`config.mk`:
```
export PLATFORM = sky130hd
export DESIGN_NAME = ahb_mtx_arbiter_param
export DESIGN_NICKNAME = d
export VERILOG_FILES = /design/src/rtl/ahb_mtx_arbiter_param.sv
export SDC_FILE = /design/constraint.sdc
export NUM_CORES = 1
export LEC_CHECK = 0
export ABC_AREA = 1
export BUFFER_PORTS_ARGS = -buffer_cell sky130_fd_sc_hd__buf_2
export CAP_MARGIN = 20
export CORE_MARGIN = 4
export CORE_UTILIZATION = 56
export DETAILED_ROUTE_END_ITERATION = 6
export PLACE_DENSITY = 0.79
export SLEW_MARGIN = 0
export SYNTH_ARGS = -nofsm -noshare
export SYNTH_HDL_FRONTEND = slang
export SYNTH_SLANG_ARGS = --single-unit
```
`constraint.sdc`:
```
create_clock -name HCLK -period 2.1 [get_ports HCLK]
set_input_delay 0.21 -clock HCLK [delete_from_list [all_inputs] [get_ports HCLK]]
set_output_delay 0.21 -clock HCLK [all_outputs]
set_load 0.02 [all_outputs]
```
`src/rtl/ahb_mtx_arbiter_param.sv`:
```
`default_nettype none
// ============================================================================
//  Module      : ahb_mtx_arbiter_param
//  Description : Arbiter in front of one shared AHB slave. It grants one of
//                NUM_PORTS requesting ports, either round-robin or by fixed
//                priority, and holds the grant for the length of a burst or
//                while the slave is locked.
//  Revision    : 1.0  initial release
// ============================================================================
module ahb_mtx_arbiter_param #(
    parameter int NUM_PORTS        = 4,
    parameter int PORT_AW          = 3,
    parameter int ARB_MODE         = 0,
    parameter int INCR_HOLD_BEATS  = 4,
    parameter int EARLY_INCR_LIMIT = 1
) (
    input  logic                 HCLK,
    input  logic                 HRESET,
    input  logic [NUM_PORTS-1:0] req_port,
    input  logic                 HREADYM,
    input  logic                 HSELM,
    input  logic [1:0]           HTRANSM,
    input  logic [2:0]           HBURSTM,
    input  logic                 HMASTLOCKM,
    output logic [PORT_AW-1:0]   addr_in_port,
    output logic                 no_port,
    output logic                 burst_hold,
    output logic                 arb_switch
);

    localparam logic [1:0] c_TRANS_IDLE   = 2'b00;
    localparam logic [1:0] c_TRANS_BUSY   = 2'b01;
    localparam logic [1:0] c_TRANS_NONSEQ = 2'b10;
    localparam logic [3:0] c_INCR_REMAIN  = 4'(INCR_HOLD_BEATS - 2);
    localparam logic [1:0] c_EARLY_LIMIT  = 2'(EARLY_INCR_LIMIT);

    logic [3:0]         r_remain;
    logic               r_hold;
    logic [1:0]         r_early;
    logic               r_no_port;
    logic [PORT_AW-1:0] r_addr;
    logic               r_switch;

    logic [3:0]         w_nxt_remain;
    logic               w_nxt_hold;
    logic [1:0]         w_early_inc;
    logic [1:0]         w_nxt_early;
    logic               w_nxt_no_port;
    logic [PORT_AW-1:0] w_nxt_addr;

    logic               w_hi_found, w_lo_found, w_any_found;
    logic [PORT_AW-1:0] w_hi_pick, w_lo_pick, w_any_pick;

    // Early-termination counter: a NONSEQ arriving while a hold is still
    // active ends the previous burst early, and that termination already
    // counts when deciding whether this new INCR gets a hold.
    always_comb begin
        w_early_inc = r_early;
        if (r_hold && (HTRANSM == c_TRANS_NONSEQ) && (r_early != 2'd3)) begin
            w_early_inc = r_early + 2'd1;
        end
        w_nxt_early = w_nxt_hold ? w_early_inc : 2'd0;
    end

    // Burst tracker: beats remaining after the current one and hold flag.
    always_comb begin
        w_nxt_remain = r_remain;
        w_nxt_hold   = r_hold;
        if (!HSELM) begin
            w_nxt_remain = 4'd0;
            w_nxt_hold   = 1'b0;
        end else begin
            case (HTRANSM)
                c_TRANS_IDLE: begin
                    w_nxt_remain = 4'd0;
                    w_nxt_hold   = 1'b0;
                end
                c_TRANS_BUSY: begin
                    w_nxt_remain = r_remain;
                    w_nxt_hold   = r_hold;
                end
                c_TRANS_NONSEQ: begin
                    case (HBURSTM)
                        3'b000: begin
                            w_nxt_remain = 4'd0;
                            w_nxt_hold   = 1'b0;
                        end
                        3'b001: begin
                            if (w_early_inc == c_EARLY_LIMIT) begin
                                w_nxt_remain = 4'd0;
                                w_nxt_hold   = 1'b0;
                            end else begin
                                w_nxt_remain = c_INCR_REMAIN;
                                w_nxt_hold   = 1'b1;
                            end
                        end
                        3'b010, 3'b011: begin
                            w_nxt_remain = 4'd2;
                            w_nxt_hold   = 1'b1;
                        end
                        3'b100, 3'b101: begin
                            w_nxt_remain = 4'd6;
                            w_nxt_hold   = 1'b1;
                        end
                        default: begin
                            w_nxt_remain = 4'd14;
                            w_nxt_hold   = 1'b1;
                        end
                    endcase
                end
                default: begin
                    // SEQ: count down, release once the last beat is seen
                    if (r_remain == 4'd0) begin
                        w_nxt_remain = 4'd0;
                        w_nxt_hold   = 1'b0;
                    end else begin
                        w_nxt_remain = r_remain - 4'd1;
                        w_nxt_hold   = r_hold;
                    end
                end
            endcase
        end
    end

    // Request search: lowest requester above the current grant, below it,
    // and overall. Descending loop so the lowest index is written last.
    always_comb begin
        w_hi_found  = 1'b0;
        w_lo_found  = 1'b0;
        w_any_found = 1'b0;
        w_hi_pick   = '0;
        w_lo_pick   = '0;
        w_any_pick  = '0;
        for (int p = NUM_PORTS - 1; p >= 0; p--) begin
            if (req_port[p]) begin
                if (p >= int'(r_addr)) begin
                    w_hi_found = 1'b1;
                    w_hi_pick  = PORT_AW'(p + 1);
                end
                if ((p + 1) < int'(r_addr)) begin
                    w_lo_found = 1'b1;
                    w_lo_pick  = PORT_AW'(p + 1);
                end
                w_any_found = 1'b1;
                w_any_pick  = PORT_AW'(p + 1);
            end
        end
    end

    // Grant decision: frozen under lock or burst hold, otherwise re-arbitrated.
    always_comb begin
        w_nxt_no_port = r_no_port;
        w_nxt_addr    = r_addr;
        if (!(HMASTLOCKM || w_nxt_hold)) begin
            if (r_no_port) begin
                if (w_any_found) begin
                    w_nxt_no_port = 1'b0;
                    w_nxt_addr    = w_any_pick;
                end
            end else if (ARB_MODE == 0) begin
                if (w_hi_found) begin
                    w_nxt_addr = w_hi_pick;
                end else if (w_lo_found) begin
                    w_nxt_addr = w_lo_pick;
                end else if (!HSELM) begin
                    w_nxt_no_port = 1'b1;
                end
            end else begin
                if (w_any_found) begin
                    w_nxt_addr = w_any_pick;
                end else if (!HSELM) begin
                    w_nxt_no_port = 1'b1;
                end
            end
        end
    end

    // State registers: everything advances only on accepted (HREADYM) edges.
    always_ff @(posedge HCLK) begin
        if (HRESET) begin
            r_remain  <= 4'd0;
            r_hold    <= 1'b0;
            r_early   <= 2'd0;
            r_no_port <= 1'b1;
            r_addr    <= '0;
            r_switch  <= 1'b0;
        end else begin
            r_switch <= HREADYM && ({w_nxt_no_port, w_nxt_addr} != {r_no_port, r_addr});
            if (HREADYM) begin
                r_remain  <= w_nxt_remain;
                r_hold    <= w_nxt_hold;
                r_early   <= w_nxt_early;
                r_no_port <= w_nxt_no_port;
                r_addr    <= w_nxt_addr;
            end
        end
    end

    assign addr_in_port = r_addr;
    assign no_port      = r_no_port;
    assign burst_hold   = r_hold;
    assign arb_switch   = r_switch;

endmodule
`default_nettype wire
```
Yosys cells after proc, flatten, opt, wreduce, memory -nomap -nowiden

Index checks and enable logic that the tools add are counted.

Output and inout port bits: 6
Input port bits: 14
Word-level logic and storage cells: 100
ROM bits: 0
Bits in writable memories: 0
Register bits after elaboration: 12
Memories kept: 0
Latch bits: 0

Reduce and logical (&&, ||, !) cells: 10
Add/sub/neg operators: 2
Muxes and demuxes: 63
Div/mod/pow operators: 0
$lt $le $gt $ge: 8
$mul: 0
Shift-type cells: 0
Equality and inequality tests: 11
Bitwise gates (word level): 0

Operators by type and width:

| kind                | number |
|---|---|
| $mux 3              | 25 |
| $mux 1              | 29 |
| $pmux 4 s4          | 1 |
| $pmux 4 s3          | 1 |
| $mux 4              | 2 |
| $eq 3x2->1 const B  | 2 |
| $eq 3x3->1 const B  | 2 |
| $ge 1x3->1 const A  | 2 |
| $ge 2x3->1 const A  | 2 |
| $lt 2x3->1 const A  | 2 |
| $mux 2              | 3 |
| $eq 2x1->1 const B  | 2 |
| $logic_not 4->1     | 1 |
| $ne 2x2->1 const B  | 2 |
| $ne 4x4->1          | 1 |
| $reduce_or 2->1     | 2 |
| $sub 4x1->4 const B | 1 |
| $eq 3x1->1 const B  | 1 |
| $logic_and 1x1->1   | 3 |
| $logic_not 3->1     | 1 |
| $lt 1x3->1 const A  | 1 |
| $lt 3x3->1 const A  | 1 |
| $pmux 1 s3          | 1 |
| $add 2x1->2 const B | 1 |
| other kinds (5)     | 5 |

Depth between registers and ports, before layout

Gate-level depths: netlist of run 1.

Word-level depth: 15
Gate-level depth with buffers: 16
Depth with buffers taken out: 16

Worst setup path before layout of run 1

OpenSTA, ideal clock, no wires.

Kind: register -> register
Start: reg r_hold (netlist: burst_hold)
End: reg r_no_port (netlist: no_port)
Data required time: 1.967 ns
Data arrival time: 1.571 ns
Setup time: 0.133 ns
Buffers on the path: 0
Period minus slack after synthesis: 1.704 ns
Path slack: 0.396 ns
Stages on the path, launching flop included: 16
Path through: dfxtp_1 > inv_1 > nor2_2 > nand3_1 > nand2_1 > nand2_1 > nand2_1 > nand2_1 > nand2_1 > nand2_2 > nand2_4 > nand2_2 > o21ai_1 > nand2_1 > nand2_1 > o211ai_1

Cells in the longest elaborated chain, start to end: 10
Elaborated cells on any way between the ends: 11
Those cells by class: eq/ne: 1; mux: 7; reduce/logical: 3

Ends and longest elaborated chain:

| item                           | line | source |
|---|---|---|
| start, declared                | 38   | `logic r_hold;` |
| start signal, assigned         | 191  | `r_hold <= w_nxt_hold;` |
| $logic_and 1x1->1 (2 in a row) | 59   | `if (r_hold && (HTRANSM == c_TRANS_NONSEQ) && (r_early != 2'd3)) begin` |
| $mux 2                         | 59   |  |
| $eq 2x1->1                     | 89   | `if (w_early_inc == c_EARLY_LIMIT) begin` |
| $mux 1                         | 89   |  |
| $pmux 1 s2                     | 83   | `case (HBURSTM)` |
| $pmux 1 s3 (*)                 | 73   | `case (HTRANSM)` |
| $mux 1 (*)                     | 69   | `if (!HSELM) begin` |
| $logic_or 1x1->1 (*)           | 154  | `if (!(HMASTLOCKM \|\| w_nxt_hold)) begin` |
| $mux 1 (*)                     | 154  |  |
| end signal, assigned           | 193  | `r_no_port <= w_nxt_no_port;` |
| end, declared                  | 40   | `logic r_no_port;` |

Mark *: on every way between the ends. The rest lies on a longest branch, timed or not.
A chain may end at the register's enable or synchronous reset.

Worst setup path after layout of run 1

Start: reg r_addr[2] (netlist: addr_in_port[2])
End: reg r_switch (netlist: arb_switch)

Cells in the longest elaborated chain, start to end: 15
Elaborated cells on any way between the ends: 51
Those cells by class: order compare: 8; eq/ne: 1; mux: 41; reduce/logical: 1

Ends and longest elaborated chain:

| item                             | line | source |
|---|---|---|
| start, declared                  | 41   | `logic [PORT_AW-1:0] r_addr;` |
| start signal, assigned           | 194  | `r_addr <= w_nxt_addr;` |
| $lt 3x3->1                       | 140  | `if ((p + 1) < int'(r_addr)) begin` |
| $mux 1 or $mux 3 (tied branches) | 140  |  |
| $mux 1 or $mux 3 (tied branches) | 135  | `if (req_port[p]) begin` |
| $mux 1 or $mux 3 (tied branches) | 140  |  |
| $mux 1 or $mux 3 (tied branches) | 135  |  |
| $mux 1 or $mux 3 (tied branches) | 140  |  |
| $mux 1 or $mux 3 (tied branches) | 135  |  |
| $mux 1 or $mux 3 (tied branches) | 140  |  |
| $mux 1 or $mux 3 (tied branches) | 135  |  |
| $mux 3 or $mux 1 (tied branches) | 163  | `end else if (w_lo_found) begin` |
| $mux 3 or $mux 1 (tied branches) | 161  | `if (w_hi_found) begin` |
| $mux 3 or $mux 1 (tied branches) | 155  | `if (r_no_port) begin` |
| $mux 3 or $mux 1 (tied branches) | 154  |  |
| $ne 4x4->1 (*)                   | 188  | `r_switch <= HREADYM && ({w_nxt_no_port, w_nxt_addr} != {r_no_port, r_addr});` |
| $logic_and 1x1->1 (*)            | 188  |  |
| end signal, assigned             | 188  |  |
| end, declared                    | 42   | `logic r_switch;` |

Marks and branches as above.

==> metrics.cfg, run 1 <==
[detailed_routing]
vias=1335
drtIter0Drc=40
drcViolationCount=0
wl_um=2903
wl_per_cell_um=11.57
dr.pass1.iters=4
viasPerCell=5.319
ant_nets=0

[synthesis]
synth_edf_count=0
synth_fp_nets=222
yosysTopAreaCell=dfxtp_1
synth_top_area_share_pct=20.15
synth_area_um2=1192
ys_top_cells_by_count=nand2_1, inv_1, nor2_1, nand3_1, dfxtp_1
ys_top_cells_by_area=dfxtp_1, nand2_1, inv_1
synth.most_common_cell=nand2_1
ys.flop_type=dfxtp_1
ys_warn_count=0
synth_cell_type_count=32
avgSynthCellArea_um2=5.903
synthArstFlopShare_pct=0
syn_inst=202
synth-seq-cells=12
synth_seq_area_share_pct=20.15

[job]
drv_cap=0

[floorplan]
start_util_pct=59.56
pin_count=20
num_rows=16
fp.dieH_um=54.15
fp.dieArea_um2=2932
die_w_um=54.15
coreArea_um2=2002

[critical_path]
endpoint_kind=flop
cp_data_required_time_ns=2.27
crit_fanout=9
critPathLaunchType=flop
arrival_ns=2.08
crit_type=reg -> reg

[grt]
grt.total_usage_pct=21.81
overflow=0
grt_max_degree=11
grt_pass1_vias=1231
grt_pass1_wl_um=4788
antenna_found_initial=0

[finish]
final_util_pct=67.63
multi_input_area_um2=817.0
antennaDiodeCount=0
regArea_um2=240.2
syn_to_final_growth_pct=13.54
drive_gt1_share_pct=18.75
layout.nets=245
fill_cells=197
fin_area_um2=1354

[power]
power_density_nw_per_um2=494.9
power.leakage_nw=0.7035
power_uw=670.0
vdd_drop_max_uv=347.0

[timing]
fmax_ghz=0.5234
min_period_over_period_pct=90.97
tns_ns=0
drv_slew=0
finClkSkew_ns=0.007843
worst_slew_pin_slew_ns=0.5219
fin_crit_ns=1.910
max_slew_margin_pct=65.04
grt_setup_unrepaired=false
setup_viol=0
hold_viol_final=0

[place]
gp_congestion=0.9506
place_area_um2=1318
dp.final_hpwl_um=2347
port_buffers=19

[clock_tree]
cts_tree=built
cts_htree_levels=1
clock_latency_ns=0.28
holdBufCountCts=0
cts_root_buffer=clkbuf_4
cts_buffers=3
clock_tree.buffer_depth=2
cts.sinks=12
cts.repair.resized=0
post_cts_buffers=0
clk_pin_slew_ns=0.08

[outcome]
outcome=complete, no violations

[min_path]
worstHoldPathType=in -> reg

-- cell type report --
type / instances / share of cell area [%]
tap: 27 / 2.495
multi-input combinational: 156 / 60.35
timing repair buffer: 21 / 8.133
inverter: 31 / 8.595
clock buffer: 4 / 2.680
sequential: 12 / 17.74
-- cell families after synthesis --
logic type / count (synthesis) / share of synthesized area [%]
XOR/XNOR: 2 / 1.469
buffers and inverters: 34 / 11.33
AND/OR/NAND/NOR: 116 / 45.02
flip-flops: 12 / 20.15
AO/OA/AOI/OAI: 32 / 15.74
adder cells (fa/ha/maj): 6 / 6.296
-- placed cells by master, fill, tap and decap left out, types with 4 or more instances in the layout --
master / instances
nand4_1: 6
nand2_1: 57
nor3_1: 5
buf_2: 19
inv_1: 28
o21ai_1: 4
dfxtp_1: 12
nand2_2: 4
o21ai_0: 9
ha_1: 6
nor2_1: 20
a21oi_1: 11
nand3_1: 13
-- routing by layer --
metal	global-route usage, %	share of wire (%)	vias up	routed length, um
met4	10.37	0.79	0	23
met3	4.986	8.2	4	237
met1	25.00	42	582	1231
met2	37.65	49	52	1410
met5	0	0	-	0
li1	-	-	697	-
-- worst paths after layout --
kind                                                   start  slack, ns                  endpoint  cells past startpoint
worst max-delay path            addr_in_port[2]$_SDFFE_PP0P_       0.19     arb_switch$_SDFF_PP0_                     13
worst min-delay path                                  HRESET       0.19  r_remain[2]$_SDFFE_PP0P_                      2
worst max register to register  addr_in_port[2]$_SDFFE_PP0P_       0.19     arb_switch$_SDFF_PP0_                     13
worst min register to register       r_early[1]$_SDFFE_PP0P_       0.50   r_early[1]$_SDFFE_PP0P_                      2
-- worst max-delay path, cell delays in order (launching register included) --
cell	delay (ns)
dfxtp_1	0.55
inv_2	0.14
nand3_1	0.13
nand4_1	0.21
nor2_1	0.14
nand2_1	0.07
nand2_1	0.06
nand2_1	0.05
nand2_1	0.08
inv_1	0.05
nand4_1	0.08
nand2_1	0.06
nor2_1	0.09
a21oi_1	0.08
-- through the flow --
stage                     hold WS [ns]  setup slack (ns)  cells
final                           0.1917            0.1896    251
after floorplan                 0.4099            0.3955    202
after CTS                       0.1902            0.2429    251
after global routing            0.2097           0.02401    251
after global placement          0.4761            0.2675    247
after detailed placement        0.4911            0.2602    247
-- sequential cells by signal (all words and copies together) (netlist names) --
| name | cells |
|---|---|
| r_early | 2 |
| burst_hold | 1 |
| arb_switch | 1 |
| no_port | 1 |
| addr_in_port | 3 |
| r_remain | 4 |
-- power breakdown --
group	internal [mW]	switching, mW	leakage [nW]
combinational	0.0799	0.148	0.584
sequential	0.238	0.0149	0.0980
clock	0.106	0.0843	0.0210
total	0.423	0.247	0.703
Power figures use the tool's default switching activity.
==> run 2: changes to the inputs <==
--- a/config.mk
+++ b/config.mk
@@ -9,9 +9,9 @@
 export BUFFER_PORTS_ARGS = -buffer_cell sky130_fd_sc_hd__buf_2
 export CAP_MARGIN = 20
 export CORE_MARGIN = 4
-export CORE_UTILIZATION = 56
+export CORE_UTILIZATION = 45
 export DETAILED_ROUTE_END_ITERATION = 6
-export PLACE_DENSITY = 0.79
+export PLACE_DENSITY = 0.66
 export SLEW_MARGIN = 0
 export SYNTH_ARGS = -nofsm -noshare
 export SYNTH_HDL_FRONTEND = slang
==> run 2 against run 1 <==
  * Utilization fell by 14 points
  * Clock skew fell by 0.0051 ns
  * Global-route usage fell by 2.6 points
  * Clock power rose by 3%
  * Sequential share of layout area barely moved
  * Register-to-register slack improved by 0.03 ns
  * Highest routed layer unchanged
  * Die area rose by 21%
  * Largest power group unchanged
  * Via count rose by 1.3%
  * Setup slack improved by 0.026 ns
==> metrics.cfg, run 2 (same netlist as run 1, synthesis figures left out) <==
[floorplan]
start_util_pct=47.70
die_w_um=59.48
fp.dieH_um=59.48
pin_count=20
coreArea_um2=2500
num_rows=18
fp.dieArea_um2=3537

[finish]
stdcell_count=253
largest_reg_flops=4
drive_gt1_share_pct=18.39
final_util_pct=54.00
final_common_cell=nand2_1
layout.nets=244
fin_area_um2=1350
syn_to_final_growth_pct=13.22
antennaDiodeCount=0
final_cell_mix=nand2_1, inv_1, nor2_1
largest_register=r_remain

[place]
place_area_um2=1314
place_ws_ns=0.2372
dp.final_hpwl_um=2441
dp_cells=249
gp_congestion=0.9106
port_buffers=19

[min_path]
hold_end=r_early[1]$_SDFFE_PP0P_
worstHoldPathType=in -> reg
hold_depth=2
worstHoldStart=HRESET

[critical_path]
critPathLaunchType=flop
cp_common_cell=nand2_1
cp_num_buf_inv=0
timing.rr.start=r_early[0]$_SDFFE_PP0P_
cp_cell_sequence=ha_1 -> nor2_2 -> nand3b_1 -> nand2_2 -> nand2_1 -> nand2_1 -> nand2_1 -> nand2_1 -> nand2_2 -> nand2_4 -> nand2_2 -> o21ai_1 -> nand2_1 -> nand2_1 -> o211ai_1
max_stage_delay_ns=0.35
crit_family=simple AND/OR/NAND/NOR gates
reg2reg_to=no_port$_SDFFE_PP1P_
endpoint_kind=flop
cp_slowest_cell=dfxtp_1
crit_fanout=6
r2r_cells=15
reg2reg_setup_slack_ns=0.22
arrival_ns=2.04
cp_data_required_time_ns=2.26
crit_type=reg -> reg

[timing]
tns_ns=0
setup_viol=0
drv_slew=0
worst_slew_pin_slew_ns=0.5084
max_slew_margin_pct=65.95
finClkSkew_ns=0.002704
fmax_ghz=0.5307
grt_setup_unrepaired=false
fin_crit_ns=1.884
final.setup.worst_slack_ns=0.2157
min_period_over_period_pct=89.73
hold_viol_final=0
timing.hold.ws_ns=0.2052

[power]
power.leakage_nw=0.6991
power_uw=672.1
power_density_nw_per_um2=497.8
vdd_drop_max_uv=325.7

[grt]
antenna_found_initial=0
grt_max_degree=11
grt.total_usage_pct=19.21
grt_pass1_vias=1279
overflow=0
grt_pass1_wl_um=5250

[detailed_routing]
drtIter0Drc=66
drcViolationCount=0
vias=1352
wl_um=3044
wl_per_cell_um=12.03
ant_nets=0
dr.pass1.iters=4
viasPerCell=5.344

[clock_tree]
cts_htree_levels=1
clock_tree.buffer_depth=2
cts_tree=built
cts.sinks=12
holdBufCountCts=0
clock_latency_ns=0.28
cts_root_buffer=clkbuf_4
cts_buffers=3
cts.repair.resized=0
post_cts_buffers=0
clk_pin_slew_ns=0.09

[job]
drv_cap=0

[outcome]
outcome=complete, no violations

run 2: cell types whose count changed in the layout (fill, tap and decap cells not counted), sizes merged:
cell	delta
buf	-1
run 2: area by class of cell:
type                    instances  area, um2
clock buffers                   4      36.28
flip-flops and latches         12      240.2
fillers                       270       1150
repair buffers                 20      102.6
well taps                      30      37.54
multi-input cells             156      817.0
inverters                      31      116.4
run 2: worst max-delay path by stage:
stage,cells after the start,startpoint,endpoint,slack [ns]
6_report,15,r_early[0]$_SDFFE_PP0P_,no_port$_SDFFE_PP1P_,0.22
5_1_grt,15,r_early[0]$_SDFFE_PP0P_,no_port$_SDFFE_PP1P_,0.006
4_1_cts,15,r_early[0]$_SDFFE_PP0P_,no_port$_SDFFE_PP1P_,0.22
3_5_place_dp,15,r_early[0]$_SDFFE_PP0P_,no_port$_SDFFE_PP1P_,0.24
3_3_place_gp,14,r_early[0]$_SDFFE_PP0P_,arb_switch$_SDFF_PP0_,0.28
2_1_floorplan,15,burst_hold$_SDFFE_PP0P_,no_port$_SDFFE_PP1P_,0.40
run 2: per-layer routing:
metal / part of all wire [%] / vias to the layer above / track usage (%)
met5: 0 / - / 0
li1: - / 695 / -
met1: 40 / 578 / 23.11
met2: 48 / 66 / 31.20
met4: 3.1 / 0 / 11.33
met3: 8.3 / 13 / 3.922
run 2: where the power goes:
part / internal, mW / total (mW) / switching (mW)
Clock: 0.105 / 0.195 / 0.0898
Sequential: 0.238 / 0.252 / 0.0140
Combinational: 0.0779 / 0.225 / 0.147
Total: 0.421 / 0.672 / 0.251
